==> src/rtl/definitions_pkg.sv <==
// Shared type and constant definitions for the RV32I multi-cycle core.
// Holds the immediate-format select, the control FSM state encoding, the
// datapath mux selects, ALU operations, RV32I base opcodes, and a helper
// that maps funct3/funct7[5] to an ALU operation.
package definitions_pkg;

  // Immediate format presented to imm_gen.
  typedef enum logic [2:0] {
    IMM_I_TYPE = 3'd0,
    IMM_S_TYPE = 3'd1,
    IMM_B_TYPE = 3'd2,
    IMM_U_TYPE = 3'd3,
    IMM_JAL    = 3'd4
  } imm_e;

  typedef enum logic [2:0] {
    ST_FETCH   = 3'd0,
    ST_DECODE  = 3'd1,
    ST_EXECUTE = 3'd2,
    ST_MEM     = 3'd3,
    ST_WB      = 3'd4,
    ST_TRAP    = 3'd5
  } ctrl_state_e;

  typedef enum logic [1:0] {
    WB_ALU = 2'd0,
    WB_MEM = 2'd1,
    WB_PC4 = 2'd2
  } wb_sel_e;

  typedef enum logic [1:0] {
    ALU_A_RS1  = 2'd0,
    ALU_A_PC   = 2'd1,
    ALU_A_ZERO = 2'd2
  } alu_a_e;

  typedef enum logic [3:0] {
    ALU_ADD  = 4'd0,
    ALU_SUB  = 4'd1,
    ALU_SLL  = 4'd2,
    ALU_SLT  = 4'd3,
    ALU_SLTU = 4'd4,
    ALU_XOR  = 4'd5,
    ALU_SRL  = 4'd6,
    ALU_SRA  = 4'd7,
    ALU_OR   = 4'd8,
    ALU_AND  = 4'd9
  } alu_op_e;

  localparam logic [6:0] OPC_LUI    = 7'b0110111;
  localparam logic [6:0] OPC_AUIPC  = 7'b0010111;
  localparam logic [6:0] OPC_JAL    = 7'b1101111;
  localparam logic [6:0] OPC_JALR   = 7'b1100111;
  localparam logic [6:0] OPC_BRANCH = 7'b1100011;
  localparam logic [6:0] OPC_LOAD   = 7'b0000011;
  localparam logic [6:0] OPC_STORE  = 7'b0100011;
  localparam logic [6:0] OPC_OP_IMM = 7'b0010011;
  localparam logic [6:0] OPC_OP     = 7'b0110011;

  // funct3 -> ALU operation for OP / OP-IMM. 'alt' is funct7[5] (inst[30]).
  // SUB exists only in the register form; in OP-IMM bit 30 of funct3=000 is
  // immediate data. SRA/SRAI share the same encoding in both forms.
  function automatic alu_op_e funct3_alu_op(input logic [2:0] funct3,
                                            input logic       alt,
                                            input logic       is_reg);
    alu_op_e op;
    case (funct3)
      3'b000:  op = (is_reg && alt) ? ALU_SUB : ALU_ADD;
      3'b001:  op = ALU_SLL;
      3'b010:  op = ALU_SLT;
      3'b011:  op = ALU_SLTU;
      3'b100:  op = ALU_XOR;
      3'b101:  op = alt ? ALU_SRA : ALU_SRL;
      3'b110:  op = ALU_OR;
      default: op = ALU_AND;
    endcase
    return op;
  endfunction

endpackage

==> src/rtl/inst_decoder.sv <==
// Combinational RV32I instruction decoder.
// Inputs : inst      - instruction register contents
// Outputs: imm_sel   - immediate format for imm_gen
//          alu_op    - ALU operation
//          alu_a_sel - ALU operand A source (RS1 / PC / ZERO)
//          alu_b_sel - ALU operand B source (0 = rs2, 1 = immediate)
//          wb_sel    - register write-back source
//          is_load, is_store, is_branch, is_jump - instruction class
//          legal     - opcode is one of the supported RV32I base opcodes
module inst_decoder
  import definitions_pkg::*;
(
  input  logic [31:0] inst,
  output imm_e        imm_sel,
  output alu_op_e     alu_op,
  output alu_a_e      alu_a_sel,
  output logic        alu_b_sel,
  output wb_sel_e     wb_sel,
  output logic        is_load,
  output logic        is_store,
  output logic        is_branch,
  output logic        is_jump,
  output logic        legal
);

  logic [6:0] opcode;
  logic [2:0] funct3;
  logic       alt;

  assign opcode = inst[6:0];
  assign funct3 = inst[14:12];
  assign alt    = inst[30];

  // Remaining fields are immediate or register data handled by the datapath.
  logic unused_fields;
  assign unused_fields = ^{inst[31], inst[29:15], inst[11:7]};

  // NOTE: every output gets a default before the case so no path leaves a
  // signal unassigned, which would otherwise infer a latch.
  always_comb begin
    imm_sel   = IMM_I_TYPE;
    alu_op    = ALU_ADD;
    alu_a_sel = ALU_A_RS1;
    alu_b_sel = 1'b1;
    wb_sel    = WB_ALU;
    is_load   = 1'b0;
    is_store  = 1'b0;
    is_branch = 1'b0;
    is_jump   = 1'b0;
    legal     = 1'b1;
    case (opcode)
      OPC_LUI: begin
        imm_sel   = IMM_U_TYPE;
        alu_a_sel = ALU_A_ZERO;
      end
      OPC_AUIPC: begin
        imm_sel   = IMM_U_TYPE;
        alu_a_sel = ALU_A_PC;
      end
      OPC_JAL: begin
        imm_sel   = IMM_JAL;
        alu_a_sel = ALU_A_PC;
        wb_sel    = WB_PC4;
        is_jump   = 1'b1;
      end
      OPC_JALR: begin
        wb_sel  = WB_PC4;
        is_jump = 1'b1;
      end
      OPC_BRANCH: begin
        imm_sel   = IMM_B_TYPE;
        alu_a_sel = ALU_A_PC;
        is_branch = 1'b1;
      end
      OPC_LOAD: begin
        wb_sel  = WB_MEM;
        is_load = 1'b1;
      end
      OPC_STORE: begin
        imm_sel  = IMM_S_TYPE;
        is_store = 1'b1;
      end
      OPC_OP_IMM: begin
        alu_op = funct3_alu_op(funct3, alt, 1'b0);
      end
      OPC_OP: begin
        // imm_sel stays I-type; the immediate is simply not used.
        alu_b_sel = 1'b0;
        alu_op    = funct3_alu_op(funct3, alt, 1'b1);
      end
      default: legal = 1'b0;
    endcase
  end

endmodule

==> src/rtl/multicycle_ctrl.sv <==
// Multi-cycle control FSM for the RV32I core.
// Sequences FETCH -> DECODE -> EXECUTE -> (MEM) -> (WB) over one shared
// memory port, one instruction in flight. All outputs are combinational
// from the registered state and the instruction register.
// Ports:
//   clk, rst_n            - clock, synchronous active-low reset
//   inst                  - instruction register (valid from DECODE)
//   br_taken              - branch comparator result
//   mem_ready             - memory completes the current request
//   mem_req, mem_we       - memory request / store
//   addr_sel              - memory address: 0 = PC, 1 = ALU result
//   ir_we, pc_we, pc_sel  - IR load, PC update, PC source (0 = PC+4, 1 = ALU)
//   reg_we, wb_sel        - register write and write-back source
//   alu_a_sel, alu_b_sel, alu_op, imm_sel - datapath selects
//   illegal               - sticky illegal-opcode flag
//   reset_pc              - RESET_PC constant for the PC reset load
module multicycle_ctrl
  import definitions_pkg::*;
#(
  parameter logic [31:0] RESET_PC = 32'h0000_0000
) (
  input  logic        clk,
  input  logic        rst_n,
  input  logic [31:0] inst,
  input  logic        br_taken,
  input  logic        mem_ready,
  output logic        mem_req,
  output logic        mem_we,
  output logic        addr_sel,
  output logic        ir_we,
  output logic        pc_we,
  output logic        pc_sel,
  output logic        reg_we,
  output wb_sel_e     wb_sel,
  output alu_a_e      alu_a_sel,
  output logic        alu_b_sel,
  output alu_op_e     alu_op,
  output imm_e        imm_sel,
  output logic        illegal,
  output logic [31:0] reset_pc
);

  imm_e    dec_imm_sel;
  alu_op_e dec_alu_op;
  alu_a_e  dec_alu_a_sel;
  logic    dec_alu_b_sel;
  wb_sel_e dec_wb_sel;
  logic    dec_is_load;
  logic    dec_is_store;
  logic    dec_is_branch;
  logic    dec_is_jump;
  logic    dec_legal;

  inst_decoder u_inst_decoder (
    .inst      (inst),
    .imm_sel   (dec_imm_sel),
    .alu_op    (dec_alu_op),
    .alu_a_sel (dec_alu_a_sel),
    .alu_b_sel (dec_alu_b_sel),
    .wb_sel    (dec_wb_sel),
    .is_load   (dec_is_load),
    .is_store  (dec_is_store),
    .is_branch (dec_is_branch),
    .is_jump   (dec_is_jump),
    .legal     (dec_legal)
  );

  ctrl_state_e state_q, state_d;
  logic        illegal_q, illegal_d;
  logic        rd_nonzero;

  assign rd_nonzero = |inst[11:7];
  assign reset_pc   = RESET_PC;
  // Reset is synchronous, so the flag must also be masked combinationally
  // during the reset cycle itself.
  assign illegal    = illegal_q & rst_n;

  // NOTE: sequential state uses non-blocking assignments so every flop
  // samples its _d value from before the clock edge.
  always_ff @(posedge clk) begin
    if (!rst_n) begin
      state_q   <= ST_FETCH;
      illegal_q <= 1'b0;
    end else begin
      state_q   <= state_d;
      illegal_q <= illegal_d;
    end
  end

  always_comb begin
    state_d   = state_q;
    illegal_d = illegal_q;
    mem_req   = 1'b0;
    mem_we    = 1'b0;
    addr_sel  = 1'b0;
    ir_we     = 1'b0;
    pc_we     = 1'b0;
    pc_sel    = 1'b0;
    reg_we    = 1'b0;
    wb_sel    = WB_ALU;
    alu_a_sel = ALU_A_RS1;
    alu_b_sel = 1'b0;
    alu_op    = ALU_ADD;
    imm_sel   = IMM_I_TYPE;

    // While rst_n is low every output stays at its default, whatever the
    // (possibly stale) state register holds.
    if (rst_n) begin
      // Selects follow the IR; it is stable from DECODE until the next
      // fetch completes, which keeps the ALU result valid in MEM and WB.
      wb_sel    = dec_wb_sel;
      alu_a_sel = dec_alu_a_sel;
      alu_b_sel = dec_alu_b_sel;
      alu_op    = dec_alu_op;
      imm_sel   = dec_imm_sel;

      case (state_q)
        ST_FETCH: begin
          mem_req = 1'b1;
          if (mem_ready) begin
            ir_we   = 1'b1;
            state_d = ST_DECODE;
          end
        end
        ST_DECODE: begin
          if (dec_legal) begin
            state_d = ST_EXECUTE;
          end else begin
            state_d   = ST_TRAP;
            illegal_d = 1'b1;
          end
        end
        ST_EXECUTE: begin
          if (dec_is_branch) begin
            pc_we   = 1'b1;
            pc_sel  = br_taken;
            state_d = ST_FETCH;
          end else if (dec_is_load || dec_is_store) begin
            state_d = ST_MEM;
          end else begin
            state_d = ST_WB;
          end
        end
        ST_MEM: begin
          mem_req  = 1'b1;
          addr_sel = 1'b1;
          mem_we   = dec_is_store;
          if (mem_ready) begin
            if (dec_is_store) begin
              pc_we   = 1'b1;
              state_d = ST_FETCH;
            end else begin
              state_d = ST_WB;
            end
          end
        end
        ST_WB: begin
          reg_we  = rd_nonzero;
          pc_we   = 1'b1;
          pc_sel  = dec_is_jump;
          state_d = ST_FETCH;
        end
        ST_TRAP: begin
          state_d = ST_TRAP;
        end
        default: state_d = ST_FETCH;
      endcase
    end
  end

endmodule

==> config.mk <==
export PLATFORM = sky130hd
export DESIGN_NAME = multicycle_ctrl
export DESIGN_NICKNAME = d
export VERILOG_FILES = /design/src/rtl/definitions_pkg.sv /design/src/rtl/inst_decoder.sv /design/src/rtl/multicycle_ctrl.sv
export SDC_FILE = /design/constraint.sdc
export NUM_CORES = 1
export LEC_CHECK = 0
export ABC_AREA = 1
export BUFFER_PORTS_ARGS = -buffer_cell sky130_fd_sc_hd__buf_2
export CORE_MARGIN = 2
export CORE_UTILIZATION = 39
export DETAILED_ROUTE_END_ITERATION = 10
export PLACE_DENSITY = 0.86
export SLEW_MARGIN = 20
export SYNTH_ARGS = -nofsm -noshare
export SYNTH_HDL_FRONTEND = slang
export SYNTH_SLANG_ARGS = --single-unit
==> constraint.sdc <==
create_clock -name clk -period 1.7 [get_ports clk]
set_input_delay 0.085 -clock clk [delete_from_list [all_inputs] [get_ports clk]]
set_output_delay 0.085 -clock clk [all_outputs]
set_load 0.005 [all_outputs]
---- After elaboration in Yosys (flattened, before gate mapping) ----
Index checks and enable logic that the tools add are counted.
storage, ports and cells
  flip-flop bits (word level) ............. 4
  output and inout bits ................... 52
  logic and storage cells ................. 82
cells by class
  equal/unequal tests ..................... 22
  muxes and demuxes ....................... 45
  bitwise gates (word level) .............. 2
  reductions and logical operators ........ 11
operator list
  kind                                                 number
  one-hot mux 4 bit (7 select lines)                   2
  2-to-1 mux 1 bit                                     26
  equality test 7 x 6 -> 1 bit, second input constant  3
  equality test 7 bit, second input constant           3
  2-to-1 mux 3 bit                                     7
  equality test 3 bit, second input constant           5
  one-hot mux 3 bit (5 select lines)                   1
  equality test 7 x 5 -> 1 bit, second input constant  2
  equality test 3 x 2 -> 1 bit, second input constant  4
  one-hot mux 3 bit (4 select lines)                   1
  OR reduction 9 bit                                   1
  one-hot mux 2 bit (2 select lines)                   2
  one-hot mux 4 bit (2 select lines)                   1
  equality test 7 x 2 -> 1 bit, second input constant  1
  equality test 3 x 1 -> 1 bit, second input constant  2
  zero test 3 bit                                      2
  OR reduction 2 bit                                   3
  OR reduction 5 bit                                   1
  2-to-1 mux 2 bit                                     2
  2-to-1 mux 4 bit                                     1
  != test 2 bit, second input constant                 2
  AND reduction 2 bit                                  2
  one-hot mux 1 bit (3 select lines)                   1
  OR reduction 3 bit                                   1
  4 further kinds                                      4

---- Depth between registers and ports, before layout ----
Gate-level depths: netlist of the first run.
  depth after elaboration ................. 6
  gate-level depth with buffers ........... 11
  depth with buffers taken out ............ 11

---- Cells and area by module ----
From an unflattened synthesis of the first run, not the netlist that was laid out.
unflattened totals
  cell total of the unflattened synthesis .. 196
  area, all modules ....................... 1028.5 um^2
modules (own cells, without submodules)
  module           instances  cells each  area each (um^2)  seq. area each (um^2)
  multicycle_ctrl  1          131         715.7             80.1
  inst_decoder     1          65          312.8             0.0

---- Worst setup path before layout of the first run ----
Ideal clock, no wire load.
  path type ............................... register to output
  from .................................... register state_q[2]
  to ...................................... output port pc_we
  arrival time ............................ 0.899 ns
  path slack .............................. 0.716 ns
  cell stages (with the launch flop) ...... 6
  buffers on the path ..................... 0
  path through ............................ dfxtp_1 > inv_1 > nand3_2 > o31ai_1 > nand2_1 > inv_1
on the way
  cells in the longest elaborated chain, start to end .. 3
RTL lines
  what                                                                 RTL line                source
  start: declaration                                                   multicycle_ctrl.sv:68   ctrl_state_e state_q, state_d;
  start signal: assignment                                             multicycle_ctrl.sv:85   state_q <= state_d;
  equality test 3 bit or equality test 3 x 2 -> 1 bit (tied branches)  multicycle_ctrl.sv:117  case (state_q)
  one-hot mux 1 bit (3 select lines) *                                 multicycle_ctrl.sv:117
  2-to-1 mux 1 bit *                                                   multicycle_ctrl.sv:108  if (rst_n) begin
  end: declaration                                                     multicycle_ctrl.sv:31   output logic pc_we,
Mark *: on every way between the ends. The rest lies on a longest branch, timed or not.

---- Worst setup path in the final report of the first run ----
  from .................................... register state_q[0]
  to ...................................... output port pc_we
Same word-level chain as after synthesis.

==> impl_metrics.tcl, run 1 <==
set metrics [dict create \
    power.internal_uw 246 \
    total_power_uw 405 \
    flops_latches_synth 4 \
    timing.critical_path.from "state_q[0]" \
    regToRegEndpoint "state_q[2]" \
    maxClockFrequency_mhz 693 \
    synth-seq-area-share 0.0893 \
    number_of_i_o_port_buffers 39 \
    post_synth_inst_count 154 \
    clock_latency_ns 0.23 \
    pin_count 88 \
    synthMostInstantiatedCell "sky130_fd_sc_hd__nand2_1" \
    power.share.clock 0.289 \
    fin_crit_ns 1.44 \
    grt_start_max_net_pins 15 \
    dr.pass1.iters 4 \
    cts_buffers 3 \
    track_usage 0.141 \
    fin_nets 231 \
    setup.worst_path.start_class "register" \
    run_status "finished clean" \
    critical_path.slowest_cell "sky130_fd_sc_hd__dfxtp_1" \
    crit_family "simple AND/OR/NAND/NOR gates" \
    worstReg2RegStart "state_q[1]" \
    setup_tns_ns 0 \
    power.static_leakage_nw 0.616 \
    antenna_cells_inserted 0 \
    path_clk_slew_ns 0.04 \
    synth.top_cells.by_count "sky130_fd_sc_hd__nand2_1 (36), sky130_fd_sc_hd__buf_4 (32), sky130_fd_sc_hd__nor2_1 (20), sky130_fd_sc_hd__inv_1 (13), sky130_fd_sc_hd__a21oi_1 (9)" \
    synthDominantAreaCellType "sky130_fd_sc_hd__buf_4" \
    cap_viol_max_count 0 \
    number_of_endpoints_with_negative_hold_slack_in_the_final_report 0 \
    synth_top_area_share 0.268 \
    ctsRootBufferMaster "sky130_fd_sc_hd__clkbuf_4" \
    synth_edf_count 0 \
    synth_cell_types 27 \
    holdBufCountCts 0 \
    routed_via_density 4.36 \
    slew_violations 0 \
    crit_path_end_kind "primary output" \
    core-area_um2 2190 \
    rsz0062_at_grt "false" \
    drt-wirelength-per-cell_um 8.84 \
    cts_buffer_depth 2 \
    cts_max_level 1 \
    vdd_ir_drop_max_mv 0.388 \
    ys.warnings.count 0 \
    fin_skew_ns 0.00271 \
    dieArea_um2 2700 \
    worstHoldPathCells 4 \
    cts_tree "built" \
    hold_class "in -> reg" \
    chipWidth_um 52.0 \
    net_sw_frac 0.391 \
    timing.critical_path.to "pc_we" \
    cp.arrival_ns 1.36 \
    setup-violations-final 0 \
    gpl.final_weighted_congestion 0.813 \
    crit_path_cell_trace "nor2_1, inv_1, nor2_1, a21oi_1, o31ai_1, nand2_1, inv_1, buf_2" \
    category_of_the_most_critical_setup_path "reg -> out" \
    worst_path_largest_cell_delay_ns 0.33 \
    synth_async_sr_flop_share 0 \
    share_seq_of_total_power 0.281 \
    yosys_most_used_dff "sky130_fd_sc_hd__dfxtp_1" \
    die-height_um 52.0 \
    syn2layout_area_growth_pct 13.4 \
    number_of_global_route_vias_before_repair 754 \
    r2r_cells 6 \
    hpwlAfterDp_um 1670 \
    cts.sink_count 4 \
    post_cts_repair_timing_setup_buffer_count 0 \
    syn_avg_cell_area_um2 5.83 \
    syn-cell-area_um2 897 \
    worst-path-stages 8 \
    total_switching_power_uw 158 \
    post_route_cells_drive_above_1_share 0.295 \
    grt_overflow_total 0 \
    synthTopCellsByArea "sky130_fd_sc_hd__buf_4 (27%), sky130_fd_sc_hd__nand2_1 (15%), sky130_fd_sc_hd__dfxtp_1 (8.9%)" \
    cp_data_required_time_ns 1.62 \
    final.period_utilization 0.849 \
    detail_route.wirelength_um 1950 \
    antenna_found_initial 0 \
    grt_first_pass_wirelength_um 3040 \
    post-route-drc-count 0 \
    finalHoldWorstSlack_ns 0.173 \
    r2r_setup_slack_ns 0.58 \
    crit_buf_inv 3 \
    num_vias 964 \
    comb_power_share 0.430 \
    pwr_density_cell_nw_per_um2 398 \
    crit_path_max_fanout 4 \
    starting_density 0.409 \
    fp-row-count 17 \
    fill_cells 260 \
    cts_resized 0 \
    drt.antenna.violating_nets 0 \
    1st_iter_drt_viols 13 \
]
[how the worst min path moves through the flow]
stage,to,startpoint
2_1_floorplan,wb_sel[0],inst[5]
3_3_place_gp,state_q[0],mem_ready
3_5_place_dp,state_q[1],rst_n
4_1_cts,state_q[1],rst_n
5_1_grt,state_q[1],rst_n
6_report,state_q[0],mem_ready
[layout by cell type (no fill, tap or decap)]
cell / n
sky130_fd_sc_hd__nand4_4: 1
sky130_fd_sc_hd__inv_1: 13
sky130_fd_sc_hd__nand2_4: 1
sky130_fd_sc_hd__nand3_4: 1
sky130_fd_sc_hd__clkbuf_4: 3
sky130_fd_sc_hd__a211oi_1: 1
sky130_fd_sc_hd__nand3_2: 2
sky130_fd_sc_hd__nor3_2: 1
sky130_fd_sc_hd__o21ai_1: 1
sky130_fd_sc_hd__nand4_1: 2
sky130_fd_sc_hd__nor2_1: 20
sky130_fd_sc_hd__clkinv_1: 1
sky130_fd_sc_hd__o31ai_1: 1
sky130_fd_sc_hd__inv_2: 3
sky130_fd_sc_hd__nand3_1: 3
sky130_fd_sc_hd__nor3_1: 8
sky130_fd_sc_hd__nor2_4: 2
sky130_fd_sc_hd__a21oi_1: 9
sky130_fd_sc_hd__buf_2: 39
sky130_fd_sc_hd__dfxtp_1: 4
sky130_fd_sc_hd__o21ai_0: 3
sky130_fd_sc_hd__nor2_2: 4
sky130_fd_sc_hd__nand2_1: 36
sky130_fd_sc_hd__o21a_1: 1
sky130_fd_sc_hd__conb_1: 32
sky130_fd_sc_hd__a21boi_1: 1
[per-layer routing]
layer / up-vias / track usage / share of wire / wire [um]
li1: 503 / - / - / -
met1: 416 / 0.193 / 0.45 / 878
met2: 43 / 0.232 / 0.47 / 910
met3: 2 / 0.0230 / 0.078 / 152
met4: 0 / 0.0219 / 0.0061 / 12
met5: - / 0 / 0 / 0
[cells by family (layout without fill, tap and decap cells)]
logic type | Yosys count | in the layout | share of synthesized area
buffers and inverters | 51 | 59 | 0.349
AO/OA/AOI/OAI | 17 | 17 | 0.106
flip-flops | 4 | 4 | 0.0893
AND/OR/NAND/NOR | 81 | 81 | 0.452
other | 1 | 32 | 0.00418
[cell type report]
type | instances | area [um^2] | area share
multi-input cells | 130 | 621 | 0.610
well taps | 28 | 35.0 | 0.0344
flip-flops and latches | 4 | 80.1 | 0.0787
inverters | 17 | 63.8 | 0.0627
clock buffers | 3 | 22.5 | 0.0221
repair buffers | 39 | 195 | 0.192
[registers in the layout, indices dropped and copies added, names as in the netlist]
signal / flops
state_q: 3
illegal_q: 1
[power by group through the flow]
stage / combinational [mW] / clock (mW) / sequential, mW
after floorplan: 0.167 / 0 / 0.114
after global placement: 0.168 / 0 / 0.115
after detailed placement: 0.172 / 0 / 0.115
after CTS: 0.173 / 0.123 / 0.114
after global routing: 0.201 / 0.129 / 0.115
final: 0.174 / 0.117 / 0.114
[worst register-to-register path, stage by stage (launching register included)]
cell	delay [ns]
sky130_fd_sc_hd__dfxtp_1	0.35
sky130_fd_sc_hd__inv_1	0.07
sky130_fd_sc_hd__nor3_2	0.23
sky130_fd_sc_hd__nand2_1	0.11
sky130_fd_sc_hd__nor2_1	0.11
sky130_fd_sc_hd__nor2_1	0.05
sky130_fd_sc_hd__a21boi_1	0.13
[per-stage QoR]
step	std cells	cell area (um^2)	util	setup WS (ns)
after floorplan	185	1010	-	0.716
after global placement	218	995	0.454	0.496
after detailed placement	218	995	0.454	0.492
after CTS	221	1020	0.464	0.235
after global routing	221	1020	0.464	0.0530
final	221	1020	0.464	0.257
Power figures use the tool's default switching activity.
==> run 2, diff against run 1 <==
CORE_UTILIZATION = 36   (was 39)
PLACE_DENSITY = 0.8   (was 0.86)
clock period = 1.4 ns   (was 1.7 ns; I/O delays follow)
==> run 2 against run 1 <==
Compared with the run above: worst setup slack lost 0.21 ns; power up 28%; die area rose by 7.7%; sequential share of layout area rose by 0.34 points.
==> impl_metrics.tcl, run 2 (synthesis results as in run 1) <==
set metrics [dict create \
    worstHoldPathCells 3 \
    fill_cells 274 \
    grt_util_met3 0.0194 \
    chipWidth_um 53.9 \
    detailedPlace.worstSlack_ns 0.229 \
    1st_iter_drt_viols 9 \
    largestRegisters "state_q x3, illegal_q x1" \
    rsz0062_at_grt "true" \
    number_of_endpoints_with_negative_hold_slack_in_the_final_report 0 \
    number_of_i_o_port_buffers 39 \
    post-route-drc-count 0 \
    total_power_uw 519 \
    crit_path_cell_trace "inv_4, nor3_4, a21oi_2, o31ai_2, nand2_1, inv_1, buf_2" \
    routed_via_density 4.26 \
    largest_register_ffs 3 \
    area_of_combinational_cells_with_multiple_inputs_um2 662 \
    largest_register "state_q" \
    track_usage 0.133 \
    most_used_routing_layer_in_global_routing "met2" \
    worst_path_largest_cell_delay_ns 0.38 \
    start_point_of_the_worst_min_delay_path "rst_n" \
    slew_violations 0 \
    setup_tns_ns 0 \
    hold_path_endpoint "state_q[1]" \
    fin_nets 232 \
    cts.sink_count 4 \
    cts_buffers 3 \
    cts_tree "built" \
    post_route_cells_drive_above_1_share 0.356 \
    crit_path_end_kind "primary output" \
    antenna_cells_inserted 0 \
    final_cell_mix "sky130_fd_sc_hd__buf_2 (39), sky130_fd_sc_hd__nand2_1 (36), sky130_fd_sc_hd__conb_1 (32)" \
    path_clk_slew_ns 0.04 \
    category_of_the_most_critical_setup_path "reg -> out" \
    dieArea_um2 2910 \
    global_route.usage.met1 0.173 \
    cts_buffer_depth 2 \
    setup.worst_path.start_class "register" \
    grt_start_max_net_pins 15 \
    core-area_um2 2410 \
    grt_first_pass_wirelength_um 2930 \
    vdd_ir_drop_max_mv 0.632 \
    clock_latency_ns 0.24 \
    critical_path.slowest_cell "sky130_fd_sc_hd__dfxtp_4" \
    crit_path_max_fanout 4 \
    worstReg2RegStart "state_q[1]" \
    finalHoldWorstSlack_ns 0.139 \
    fp-row-count 18 \
    regToRegEndpoint "state_q[0]" \
    fin_crit_ns 1.35 \
    num_vias 955 \
    drt.antenna.violating_nets 0 \
    smallest_setup_slack_after_layout_ns 0.0504 \
    cp_data_required_time_ns 1.33 \
    run_status "finished clean" \
    r2r_cells 8 \
    seq_area_um2 88.8 \
    gpl.final_weighted_congestion 0.820 \
    die-height_um 53.9 \
    dr.pass1.iters 4 \
    setup-violations-final 0 \
    fin_skew_ns 0.00492 \
    detail_route.wirelength_um 2000 \
    number_of_global_route_vias_before_repair 710 \
    ctsRootBufferMaster "sky130_fd_sc_hd__clkbuf_4" \
    hold_class "in -> reg" \
    drt-wirelength-per-cell_um 8.94 \
    grtUsageMet2 0.220 \
    syn2layout_area_growth_pct 20.6 \
    pin_count 88 \
    cp.arrival_ns 1.28 \
    mostFrequentLayoutCell "sky130_fd_sc_hd__buf_2" \
    maxClockFrequency_mhz 741 \
    power.static_leakage_nw 0.625 \
    r2r_setup_slack_ns 0.19 \
    final.period_utilization 0.964 \
    pwr_density_cell_nw_per_um2 479 \
    hpwlAfterDp_um 1600 \
    cts_max_level 1 \
    starting_density 0.372 \
    grt_overflow_total 0 \
    antenna_found_initial 0 \
    cap_viol_max_count 0 \
]
run 2: cell types whose count changed in the layout (fill, tap and decap cells not counted), sizes merged:
cell	before	now
buf	39	40
run 2: power breakdown:
part / total, mW / leakage [nW] / internal, mW / switching [mW]
logic: 0.224 / 0.576 / 0.0835 / 0.141
registers: 0.148 / 0.0347 / 0.128 / 0.0195
clock network: 0.146 / 0.0138 / 0.0961 / 0.0503
run 2: layout make-up:
type,instances,area share
multi-input cells,130,0.612
repair buffers,40,0.187
flip-flops and latches,4,0.0821
inverters,17,0.0636
well taps,30,0.0347
clock buffers,3,0.0208
run 2: how the worst max path moves through the flow:
stage                    start         end  slack [ns]  depth (start not counted)
floorplan           state_q[1]  state_q[0]        0.42                          8
global placement    state_q[0]       pc_we        0.20                          8
detailed placement  state_q[0]       pc_we        0.23                          8
CTS                 state_q[0]       pc_we        0.02                          8
global route        state_q[1]       pc_we       -0.03                          7
finish              state_q[1]       pc_we        0.05                          7
run 2: routing by layer:
metal / share of wire / vias up
li1: - / 508
met4: 0.0050 / 0
met2: 0.48 / 46
met5: 0 / -
met1: 0.41 / 399
met3: 0.10 / 2
run 2: critical path, delay by kind of cell (launching register included):
family,cells,cell delay (ns)
buffers and inverters,3,0.19
AO/OA/AOI/OAI,2,0.15
flip-flops,1,0.38
AND/OR/NAND/NOR,2,0.31
run 2: repair_timing:
item / in CTS / in global routing
setup buffers: 0 / 1
endpoints found under the setup margin: 2 / 3
pin swaps: 0 / 4
cloned: 0 / 0
hold buffers: 0 / 0
resized for setup: 2 / 17
hold endpoints to repair: 0 / 0
run 2: through the flow:
step                cell area, um^2  cells  utilization
floorplan                      1010    185            -
global placement                997    220        0.414
detailed placement              997    220        0.414
CTS                            1020    223        0.424
global route                   1080    224        0.449
finish                         1080    224        0.449
